==> src/rtl/instr_fetch_unit_if.sv <==
// rtl/instr_fetch_unit_if.sv - fetch unit memory, issue and redirect bus
// master: fetch unit side; slave: memory arbiter / issue stage / PC update side.
//   fetch_req/fetch_addr/fetch_data/mem_grant : main-memory read port
//   instr_valid/instr_data/instr_pc/instr_ready : issue handshake
//   redirect_valid/redirect_pc : jump-taken restart
//   fetch_count : completed fetch counter
interface instr_fetch_unit_if;
    logic        fetch_req;
    logic [31:0] fetch_addr;
    logic        mem_grant;
    logic [31:0] fetch_data;
    logic        instr_valid;
    logic [31:0] instr_data;
    logic [31:0] instr_pc;
    logic        instr_ready;
    logic        redirect_valid;
    logic [31:0] redirect_pc;
    logic [31:0] fetch_count;

    modport master (
        output fetch_req, fetch_addr, instr_valid, instr_data, instr_pc, fetch_count,
        input  mem_grant, fetch_data, instr_ready, redirect_valid, redirect_pc
    );

    modport slave (
        input  fetch_req, fetch_addr, instr_valid, instr_data, instr_pc, fetch_count,
        output mem_grant, fetch_data, instr_ready, redirect_valid, redirect_pc
    );
endinterface

==> src/rtl/instr_fetch_unit.sv <==
// rtl/instr_fetch_unit.sv - instruction fetch with prefetch FIFO and redirect flush
// Ports: clk, rst (async active-high), bus (instr_fetch_unit_if.master).
module instr_fetch_unit #(
    parameter int          DEPTH    = 2,
    parameter logic [31:0] RESET_PC = 32'h0000_0000
) (
    input  logic                  clk,
    input  logic                  rst,
    instr_fetch_unit_if.master    bus
);
    localparam int PTR_W = $clog2(DEPTH);
    localparam logic [PTR_W:0] DEPTH_C = (PTR_W + 1)'(DEPTH);
    localparam logic [PTR_W:0] ONE_C   = (PTR_W + 1)'(1);

    typedef enum logic [1:0] {
        S_BOOT  = 2'd0,
        S_RUN   = 2'd1,
        S_FLUSH = 2'd2
    } state_t;

    state_t           state_q, state_d;
    logic [31:0]      pc_q, pc_d;
    logic [31:0]      fcnt_q, fcnt_d;
    logic [PTR_W-1:0] wr_ptr_q, wr_ptr_d;
    logic [PTR_W-1:0] rd_ptr_q, rd_ptr_d;
    logic [PTR_W:0]   count_q, count_d;
    logic [31:0]      word_q [DEPTH];
    logic [31:0]      word_d [DEPTH];
    logic [31:0]      wpc_q  [DEPTH];
    logic [31:0]      wpc_d  [DEPTH];

    logic instr_valid;
    logic fetch_req;
    logic pop;
    logic push;
    logic flush;

    always_comb begin
        state_d  = state_q;
        pc_d     = pc_q;
        fcnt_d   = fcnt_q;
        wr_ptr_d = wr_ptr_q;
        rd_ptr_d = rd_ptr_q;
        count_d  = count_q;
        word_d   = word_q;
        wpc_d    = wpc_q;

        // A pending redirect hides the head so the issue stage never takes a
        // word from the wrong path.
        instr_valid = (count_q != '0) && !bus.redirect_valid;
        pop         = instr_valid && bus.instr_ready;
        // When full, a same-cycle pop frees the slot the new word lands in.
        fetch_req   = (state_q == S_RUN) && !bus.redirect_valid &&
                      ((count_q < DEPTH_C) || pop);
        push        = fetch_req && bus.mem_grant;
        flush       = bus.redirect_valid && (state_q != S_BOOT);

        case (state_q)
            S_BOOT: begin
                state_d = S_RUN;
                if (bus.redirect_valid) begin
                    pc_d = bus.redirect_pc;
                end
            end
            default: begin
                state_d = flush ? S_FLUSH : S_RUN;
            end
        endcase

        if (flush) begin
            pc_d     = bus.redirect_pc;
            wr_ptr_d = '0;
            rd_ptr_d = '0;
            count_d  = '0;
        end else begin
            if (push) begin
                word_d[wr_ptr_q] = bus.fetch_data;
                wpc_d[wr_ptr_q]  = pc_q;
                wr_ptr_d         = wr_ptr_q + 1'b1;
                pc_d             = pc_q + 32'd1;
                fcnt_d           = fcnt_q + 32'd1;
            end
            if (pop) begin
                rd_ptr_d = rd_ptr_q + 1'b1;
            end
            case ({push, pop})
                2'b10:   count_d = count_q + ONE_C;
                2'b01:   count_d = count_q - ONE_C;
                default: count_d = count_q;
            endcase
        end
    end

    always_ff @(posedge clk or posedge rst) begin
        if (rst) begin
            state_q  <= S_BOOT;
            pc_q     <= RESET_PC;
            fcnt_q   <= '0;
            wr_ptr_q <= '0;
            rd_ptr_q <= '0;
            count_q  <= '0;
            for (int i = 0; i < DEPTH; i++) begin
                word_q[i] <= '0;
                wpc_q[i]  <= '0;
            end
        end else begin
            state_q  <= state_d;
            pc_q     <= pc_d;
            fcnt_q   <= fcnt_d;
            wr_ptr_q <= wr_ptr_d;
            rd_ptr_q <= rd_ptr_d;
            count_q  <= count_d;
            word_q   <= word_d;
            wpc_q    <= wpc_d;
        end
    end

    assign bus.fetch_req   = fetch_req;
    assign bus.fetch_addr  = pc_q;
    assign bus.instr_valid = instr_valid;
    assign bus.instr_data  = word_q[rd_ptr_q];
    assign bus.instr_pc    = wpc_q[rd_ptr_q];
    assign bus.fetch_count = fcnt_q;
endmodule

==> src/flat_wrapper.sv <==
// flat-port wrapper written by rule: the top's interface ports become plain ports
module instr_fetch_unit_flat 
#(
    parameter int          DEPTH    = 2,
    parameter logic [31:0] RESET_PC = 32'h0000_0000
)
  (clk, rst, bus_fetch_req, bus_fetch_addr, bus_instr_valid, bus_instr_data, bus_instr_pc, bus_fetch_count, bus_mem_grant, bus_fetch_data, bus_instr_ready, bus_redirect_valid, bus_redirect_pc);
  instr_fetch_unit_if bus_i ();
  input  logic clk;
  input  logic rst;
  output wire logic [$bits(bus_i.fetch_req)-1:0] bus_fetch_req;
  output wire logic [$bits(bus_i.fetch_addr)-1:0] bus_fetch_addr;
  output wire logic [$bits(bus_i.instr_valid)-1:0] bus_instr_valid;
  output wire logic [$bits(bus_i.instr_data)-1:0] bus_instr_data;
  output wire logic [$bits(bus_i.instr_pc)-1:0] bus_instr_pc;
  output wire logic [$bits(bus_i.fetch_count)-1:0] bus_fetch_count;
  input wire logic [$bits(bus_i.mem_grant)-1:0] bus_mem_grant;
  input wire logic [$bits(bus_i.fetch_data)-1:0] bus_fetch_data;
  input wire logic [$bits(bus_i.instr_ready)-1:0] bus_instr_ready;
  input wire logic [$bits(bus_i.redirect_valid)-1:0] bus_redirect_valid;
  input wire logic [$bits(bus_i.redirect_pc)-1:0] bus_redirect_pc;
  assign bus_fetch_req = bus_i.fetch_req;
  assign bus_fetch_addr = bus_i.fetch_addr;
  assign bus_instr_valid = bus_i.instr_valid;
  assign bus_instr_data = bus_i.instr_data;
  assign bus_instr_pc = bus_i.instr_pc;
  assign bus_fetch_count = bus_i.fetch_count;
  assign bus_i.mem_grant = bus_mem_grant;
  assign bus_i.fetch_data = bus_fetch_data;
  assign bus_i.instr_ready = bus_instr_ready;
  assign bus_i.redirect_valid = bus_redirect_valid;
  assign bus_i.redirect_pc = bus_redirect_pc;
  instr_fetch_unit #(.DEPTH(DEPTH), .RESET_PC(RESET_PC)) u_core (.clk(clk), .rst(rst), .bus(bus_i));
endmodule
==> config.mk <==
export PLATFORM = sky130hd
export DESIGN_NAME = instr_fetch_unit_flat
export DESIGN_NICKNAME = d
export VERILOG_FILES = /design/src/rtl/instr_fetch_unit_if.sv /design/src/rtl/instr_fetch_unit.sv /design/src/flat_wrapper.sv
export SDC_FILE = /design/constraint.sdc
export NUM_CORES = 1
export LEC_CHECK = 0
export ABC_AREA = 1
export CORE_MARGIN = 5
export CORE_UTILIZATION = 47
export CTS_CLUSTER_SIZE = 14
export DETAILED_ROUTE_END_ITERATION = 12
export PLACE_DENSITY = 0.77
export SYNTH_ARGS = -nofsm -noshare
export SYNTH_HDL_FRONTEND = slang
export SYNTH_SLANG_ARGS = --single-unit
export TNS_END_PERCENT = 30
==> constraint.sdc <==
create_clock -name clk -period 5.8 [get_ports clk]
set_input_delay 0.87 -clock clk [delete_from_list [all_inputs] [get_ports clk]]
set_output_delay 0.87 -clock clk [all_outputs]
set_load 0.1 [all_outputs]
==> results of run 1 <==
-- how the worst max path moves through the flow --
stage	start	end	slack (ns)	cells after the start
after floorplan	rst	u_core.bus.fetch_addr[0]$_DFFE_PP0P_	2.37	1
after global placement	bus_redirect_valid	bus_fetch_req	1.90	6
after detailed placement	bus_redirect_valid	bus_fetch_req	1.89	6
after CTS	u_core.rd_ptr_q$_DFFE_PP0P_	bus_instr_pc[21]	1.70	5
after global routing	u_core.rd_ptr_q$_DFFE_PP0P_	bus_instr_pc[21]	1.60	5
final	u_core.rd_ptr_q$_DFFE_PP0P_	bus_instr_pc[21]	1.74	5
-- cell type report --
type	instances	share of cell area [%]
Sequential cell	198	39.5
Multi-Input combinational cell	981	33.7
Timing Repair Buffer	207	16.4
Clock buffer	17	3.39
Inverter	95	2.88
Tap cell	275	2.74
Clock inverter	15	1.42
-- per-stage QoR --
stage | std cells | worst slack (ns)
finish | 1788 | 1.74
global route | 1788 | 1.60
CTS | 1788 | 1.70
detailed placement | 1756 | 1.89
global placement | 1756 | 1.90
floorplan | 1330 | 2.37
-- state kept, by name, summed over array words and instances, names as in the netlist --
| signal | count |
|---|---|
| u_core.bus.fetch_addr | 32 |
| u_core.rd_ptr_q | 1 |
| u_core.wr_ptr_q | 1 |
| u_core.word_q | 64 |
| u_core.count_q | 2 |
| u_core.bus.fetch_count | 32 |
| u_core.wpc_q | 64 |
| u_core.state_q | 2 |
-- critical path, stage by stage, from the launching register on --
cell,delay [ns]
dfrtp_2,0.41
inv_2,0.70
buf_4,0.35
nand2_1,0.07
nand2_1,0.08
clkdlybuf4s50_1,1.14
-- where the power goes --
part           switching (mW)  internal [mW]
Sequential              0.262           1.77
Combinational            2.52          0.752
Clock                   0.592          0.583
-- cells in the final DEF, fill, tap and decap left out, types with 3 or more instances in the layout --
master	synthesis	final
nand4_1	6	6
dfrtp_1	198	197
clkinv_8	0	6
nand3_1	50	50
nand3b_1	6	6
inv_8	0	3
xor2_1	16	16
o21ai_1	76	76
inv_2	2	3
inv_1	92	90
xnor2_1	15	15
o21ai_0	65	65
nor2_1	120	120
nand2_1	600	599
ha_1	3	3
buf_4	1	8
a21oi_1	3	3
clkdlybuf4s50_1	0	198
clkbuf_16	0	17
o211ai_1	12	12
-- per-layer routing --
layer	GRT usage, %	wire length (um)	vias up
met1	30.1	11700	4147
li1	-	-	4489
met5	0	13	-
met2	35.1	12300	290
met3	5.82	1900	51
met4	7.78	748	2
-- cell families (layout without fill, tap and decap cells) --
logic type / after synthesis / count (layout) / synth area share, %
xor gates and xnor gates: 31 / 31 / 2.76
buffers and inverters: 151 / 334 / 6.68
DFF: 198 / 198 / 50.4
and+or+nand+nor: 790 / 790 / 31.5
adders and majority gates: 3 / 3 / 0.382
AOI/OAI and AO/OA: 157 / 157 / 8.31
==> results by group, run 1 <==
Floorplan
  – Die area: 23,900 um2
  – FP Rows: 53
  – Io pins: 199
  – Die width: 155 um
  – Die span in y: 155 um
  – Starting density of the core: 47.2%
  – Core area: 20,800 um2

Timing
  – Clock period minus worst slack: 4.06 ns
  – Setup TNS: 0 ns
  – Maximum clock rate: 246 MHz
  – Final Hold Vio Count: 0
  – Slew Viols, Final: 0
  – Slew @ Worst Pin: 1.06 ns
  – Fin Clk Skew: 0.0104 ns
  – WHS: 0.485 ns
  – Period utilization: 70.0%
  – Setup-failing EPs final: 0
  – Worst rel slew slack: 29.0%
  – RSZ-0062 raised after global routing: no

Yosys
  – Sequential area share after synthesis: 50.4%
  – Ys async rst share: 100%
  – Post-synth top area share: 50.4%
  – Yosys Warn Count: 0
  – Area leader, netlist: dfrtp_1
  – #FFs+latches synth: 198
  – Synth area leaders: dfrtp_1 50%, nand2_1 23%, nor2_1 4.6%
  – Avg Cell Area, Syn: 7.39 um2
  – Syn nets: 1,402
  – Ys flop type: dfrtp_1
  – Synth unique cells: 30
  – Post-synth EDFFs: 0
  – Most common cell in the synthesized netlist: nand2_1
  – Syn Inst Count: 1,330
  – Mapped Area: 9830 um2
  – Synth top cells by count: 600 x nand2_1, 198 x dfrtp_1, 120 x nor2_1

Pwr
  – Worst vdd ir: 0.275 mV
  – Total power: 6.48 mW
  – P_leak: 5.91 nW
  – Power Density: 516 nW/um2

Place
  – DP Wirelength: 18,600 um
  – Placed instance area: 12,000 um2
  – Placer Congestion: 0.900
  – Number of I/O port buffers: 198

Drt
  – DR vias: 8,979
  – Number of remaining DRC errors: 0
  – Starting DRT DRC Count: 705
  – Via density per instance: 5.02
  – Drt first pass iters: 5
  – WL/cell: 14.9 um
  – WL final: 26,600 um
  – ANT nets after route: 0

Finish
  – Final instance area: 12,600 um2
  – Share of cells above drive strength 1: 3.50%
  – P&R area growth vs syn: 27.8%
  – Antenna Cells: 0
  – Utilization after layout: 60.3%
  – Sequential cell area: 4960 um2
  – Fillers: 1,939
  – Layout net count: 1,572
  – Multi-input logic area: 4230 um2

Worst setup path
  – Critical path class: register to output port
  – Max FO, Critical Path: 54
  – Crit end category: output port
  – Worst setup SP type: register
  – Worst Path Arrival: 3.19 ns
  – FF-to-FF Start: u_core.count_q[1]$_DFFE_PP0P_
  – Cell depth of the worst flop-to-flop path: 8
  – R2R Setup Slk: 3.42 ns
  – CP Data Required Time: 4.93 ns
  – R2r endpoint: u_core.wpc_q[50]$_DFFE_PP0P_

CTS
  – CTS Root Buffer Type: clkbuf_16
  – H-tree Lvls: 4
  – CTS buffer count: 17
  – Post_cts resized: 0
  – Clk slew on worst S/H paths: 0.08 ns
  – Hold_buf cts: 0
  – Clock tree buffer depth: 2
  – Worst skew pair latency: 0.44 ns
  – Clock sinks: 198
  – CTS tree: done
  – Post-CTS Setup Inserts: 0

GRT
  – First-pass GRT wire length: 43,300 um
  – GRT Total Usage: 22.3%
  – Gr ovfl total: 0
  – Vias in the first global route: 8,551
  – Pin count of the biggest net entering global routing: 126
  – Initial antenna violation count: 1

Hold path
  – Worst min-delay path category: register to register
  – Hold_sp: u_core.wpc_q[13]$_DFFE_PP0P_
  – Hold path depth: 2
  – Worst Hold Endpoint: u_core.wpc_q[13]$_DFFE_PP0P_

Outcome
  – Status: complete, no violations

Job
  – Max Cap Viol: 0
No activity file was read; power rests on OpenSTA's default activity.
==> run 2, diff against run 1 <==
--- a/config.mk
+++ b/config.mk
@@ -7,10 +7,10 @@
 export LEC_CHECK = 0
 export ABC_AREA = 1
 export CORE_MARGIN = 5
-export CORE_UTILIZATION = 47
+export CORE_UTILIZATION = 52
 export CTS_CLUSTER_SIZE = 14
 export DETAILED_ROUTE_END_ITERATION = 12
-export PLACE_DENSITY = 0.77
+export PLACE_DENSITY = 0.81
 export SYNTH_ARGS = -nofsm -noshare
 export SYNTH_HDL_FRONTEND = slang
 export SYNTH_SLANG_ARGS = --single-unit
==> constraint.sdc (replaced) <==
create_clock -name clk -period 4.1 [get_ports clk]
set_input_delay 0.615 -clock clk [delete_from_list [all_inputs] [get_ports clk]]
set_output_delay 0.615 -clock clk [all_outputs]
set_load 0.1 [all_outputs]
==> results by group, run 2 (same netlist as run 1, synthesis figures left out) <==
Timing
  – Slew @ Worst Pin: 1.21 ns (was 1.06 ns)
  – Setup-failing EPs final: 0 (unchanged)
  – RSZ-0062 raised after global routing: no (unchanged)
  – Setup TNS: 0 ns (unchanged)
  – WHS: 0.488 ns (was 0.485 ns)
  – Setup WS post-layout: 1.20 ns (was 1.74 ns)
  – Maximum clock rate: 345 MHz
  – Final Hold Vio Count: 0 (unchanged)
  – Clock period minus worst slack: 2.90 ns
  – Period utilization: 70.8%
  – Worst rel slew slack: 19.5% (was 29.0%)
  – Fin Clk Skew: 0.0102 ns (was 0.0104 ns)
  – Slew Viols, Final: 0 (unchanged)

Floorplan
  – Core area: 18,600 um2 (was 20,800 um2)
  – FP Rows: 50 (was 53)
  – Die span in y: 147 um (was 155 um)
  – Die width: 147 um (was 155 um)
  – Die area: 21,800 um2 (was 23,900 um2)
  – Io pins: 199 (unchanged)
  – Starting density of the core: 52.7% (was 47.2%)

Drt
  – Via density per instance: 5.22 (was 5.02)
  – DR vias: 9,132 (was 8,979)
  – Number of remaining DRC errors: 0 (unchanged)
  – WL final: 26,300 um (was 26,600 um)
  – ANT nets after route: 0 (unchanged)
  – Starting DRT DRC Count: 838 (was 705)
  – WL/cell: 15.0 um (was 14.9 um)
  – Drt first pass iters: 5 (unchanged)

CTS
  – CTS buffer count: 17 (unchanged)
  – Post-CTS Setup Inserts: 0 (unchanged)
  – Hold_buf cts: 0 (unchanged)
  – Clock sinks: 198 (unchanged)
  – Worst skew pair latency: 0.43 ns (was 0.44 ns)
  – CTS Root Buffer Type: clkbuf_16 (unchanged)
  – CTS tree: done (unchanged)
  – H-tree Lvls: 4 (unchanged)
  – Clock tree buffer depth: 2 (unchanged)
  – Clk slew on worst S/H paths: 0.07 ns (was 0.08 ns)
  – Post_cts resized: 0 (unchanged)

Pwr
  – Power Density: 735 nW/um2 (was 516 nW/um2)
  – Worst vdd ir: 0.396 mV (was 0.275 mV)
  – P_leak: 6.00 nW (was 5.91 nW)
  – Total power: 9.07 mW (was 6.48 mW)

Worst setup path
  – Worst setup SP type: register (unchanged)
  – Cell depth of the worst flop-to-flop path: 8 (unchanged)
  – FF-to-FF Start: u_core.count_q[1]$_DFFE_PP0P_ (unchanged)
  – R2R Setup Slk: 1.71 ns (was 3.42 ns)
  – Critical path class: register to output port (unchanged)
  – CP Data Required Time: 3.48 ns (was 4.93 ns)
  – R2r endpoint: u_core.wpc_q[48]$_DFFE_PP0P_ (was u_core.wpc_q[50]$_DFFE_PP0P_)
  – Crit end category: output port (unchanged)
  – Worst Path Arrival: 2.29 ns (was 3.19 ns)
  – Max FO, Critical Path: 66 (was 54)

Finish
  – Antenna Cells: 0 (unchanged)
  – Regs by FF count: u_core.word_q: 64 flops, u_core.wpc_q: 64 flops (unchanged)
  – Share of cells above drive strength 1: 7.93% (was 3.50%)
  – Layout net count: 1,573 (was 1,572)
  – Utilization after layout: 66.2% (was 60.3%)
  – Post-route insts no fill: 1,748 (was 1,788)
  – Final instance area: 12,300 um2 (was 12,600 um2)
  – Most common cell after layout, fill and taps aside: nand2_1 (unchanged)
  – P&R area growth vs syn: 25.6% (was 27.8%)
  – Commonest non-fill, non-tap cells in the layout: 599 x nand2_1, 197 x dfrtp_1, 132 x clkdlybuf4s50_1, 120 x nor2_1, 90 x inv_1 (was 599 x nand2_1, 198 x clkdlybuf4s50_1, 197 x dfrtp_1, 120 x nor2_1, 90 x inv_1)

GRT
  – First-pass GRT wire length: 43,000 um (was 43,300 um)
  – Initial antenna violation count: 1 (unchanged)
  – Vias in the first global route: 8,655 (was 8,551)
  – GRT Total Usage: 24.1% (was 22.3%)
  – Gr ovfl total: 0 (unchanged)
  – Pin count of the biggest net entering global routing: 129 (was 126)

Place
  – Placed instance area: 11,800 um2 (was 12,000 um2)
  – DP Wirelength: 18,300 um (was 18,600 um)
  – Pre-CTS WS: 1.01 ns (was 1.89 ns)
  – Post-placement cell count: 1,716 (was 1,756)
  – Number of I/O port buffers: 198 (unchanged)
  – Placer Congestion: 0.945 (was 0.900)

Hold path
  – Worst Hold Endpoint: u_core.wpc_q[16]$_DFFE_PP0P_ (was u_core.wpc_q[13]$_DFFE_PP0P_)
  – Hold_sp: u_core.wpc_q[16]$_DFFE_PP0P_ (was u_core.wpc_q[13]$_DFFE_PP0P_)
  – Hold path depth: 2 (unchanged)
  – Worst min-delay path category: register to register (unchanged)

Outcome
  – Status: complete, no violations (unchanged)

Job
  – Max Cap Viol: 0 (unchanged)
[run 2: metal layers]
| metal | vias up | global-route usage, % | routed length, um |
|---|---|---|---|
| met5 | - | 0 | 13 |
| met4 | 2 | 7.50 | 545 |
| met3 | 42 | 5.73 | 1910 |
| met2 | 297 | 38.2 | 12100 |
| met1 | 4305 | 33.2 | 11700 |
| li1 | 4486 | - | - |
[run 2: final cells by class]
type,count,area (um2)
sequential,198,4960
tap,234,293
clock inverter,15,158
timing repair buffer,208,1920
inverter,95,362
multi-input combinational,981,4230
clock buffer,17,425
fill,1610,6300
[run 2: worst max-delay path: stages (launching register included)]
cell and delay (ns):
dfrtp_2 0.41, inv_2 0.82, nand2_1 0.14, nand2_1 0.15
buf_4 0.30
[run 2: worst max-delay path by stage]
stage / to / depth (start not counted) / from
final: bus_instr_pc[9] / 4 / u_core.rd_ptr_q$_DFFE_PP0P_
after floorplan: u_core.bus.fetch_addr[0]$_DFFE_PP0P_ / 1 / rst
after global routing: bus_instr_data[2] / 4 / u_core.rd_ptr_q$_DFFE_PP0P_
after global placement: u_core.word_q[32]$_DFFE_PP0P_ / 9 / bus_redirect_valid
after CTS: bus_instr_pc[9] / 4 / u_core.rd_ptr_q$_DFFE_PP0P_
after detailed placement: u_core.wpc_q[48]$_DFFE_PP0P_ / 9 / bus_redirect_valid
[run 2: power breakdown]
group	switching, mW	leakage, nW	internal (mW)
Clock	0.819	0.277	0.818
Combinational	3.58	3.20	0.966
Sequential	0.377	2.53	2.51
Total	4.78	6.00	4.29
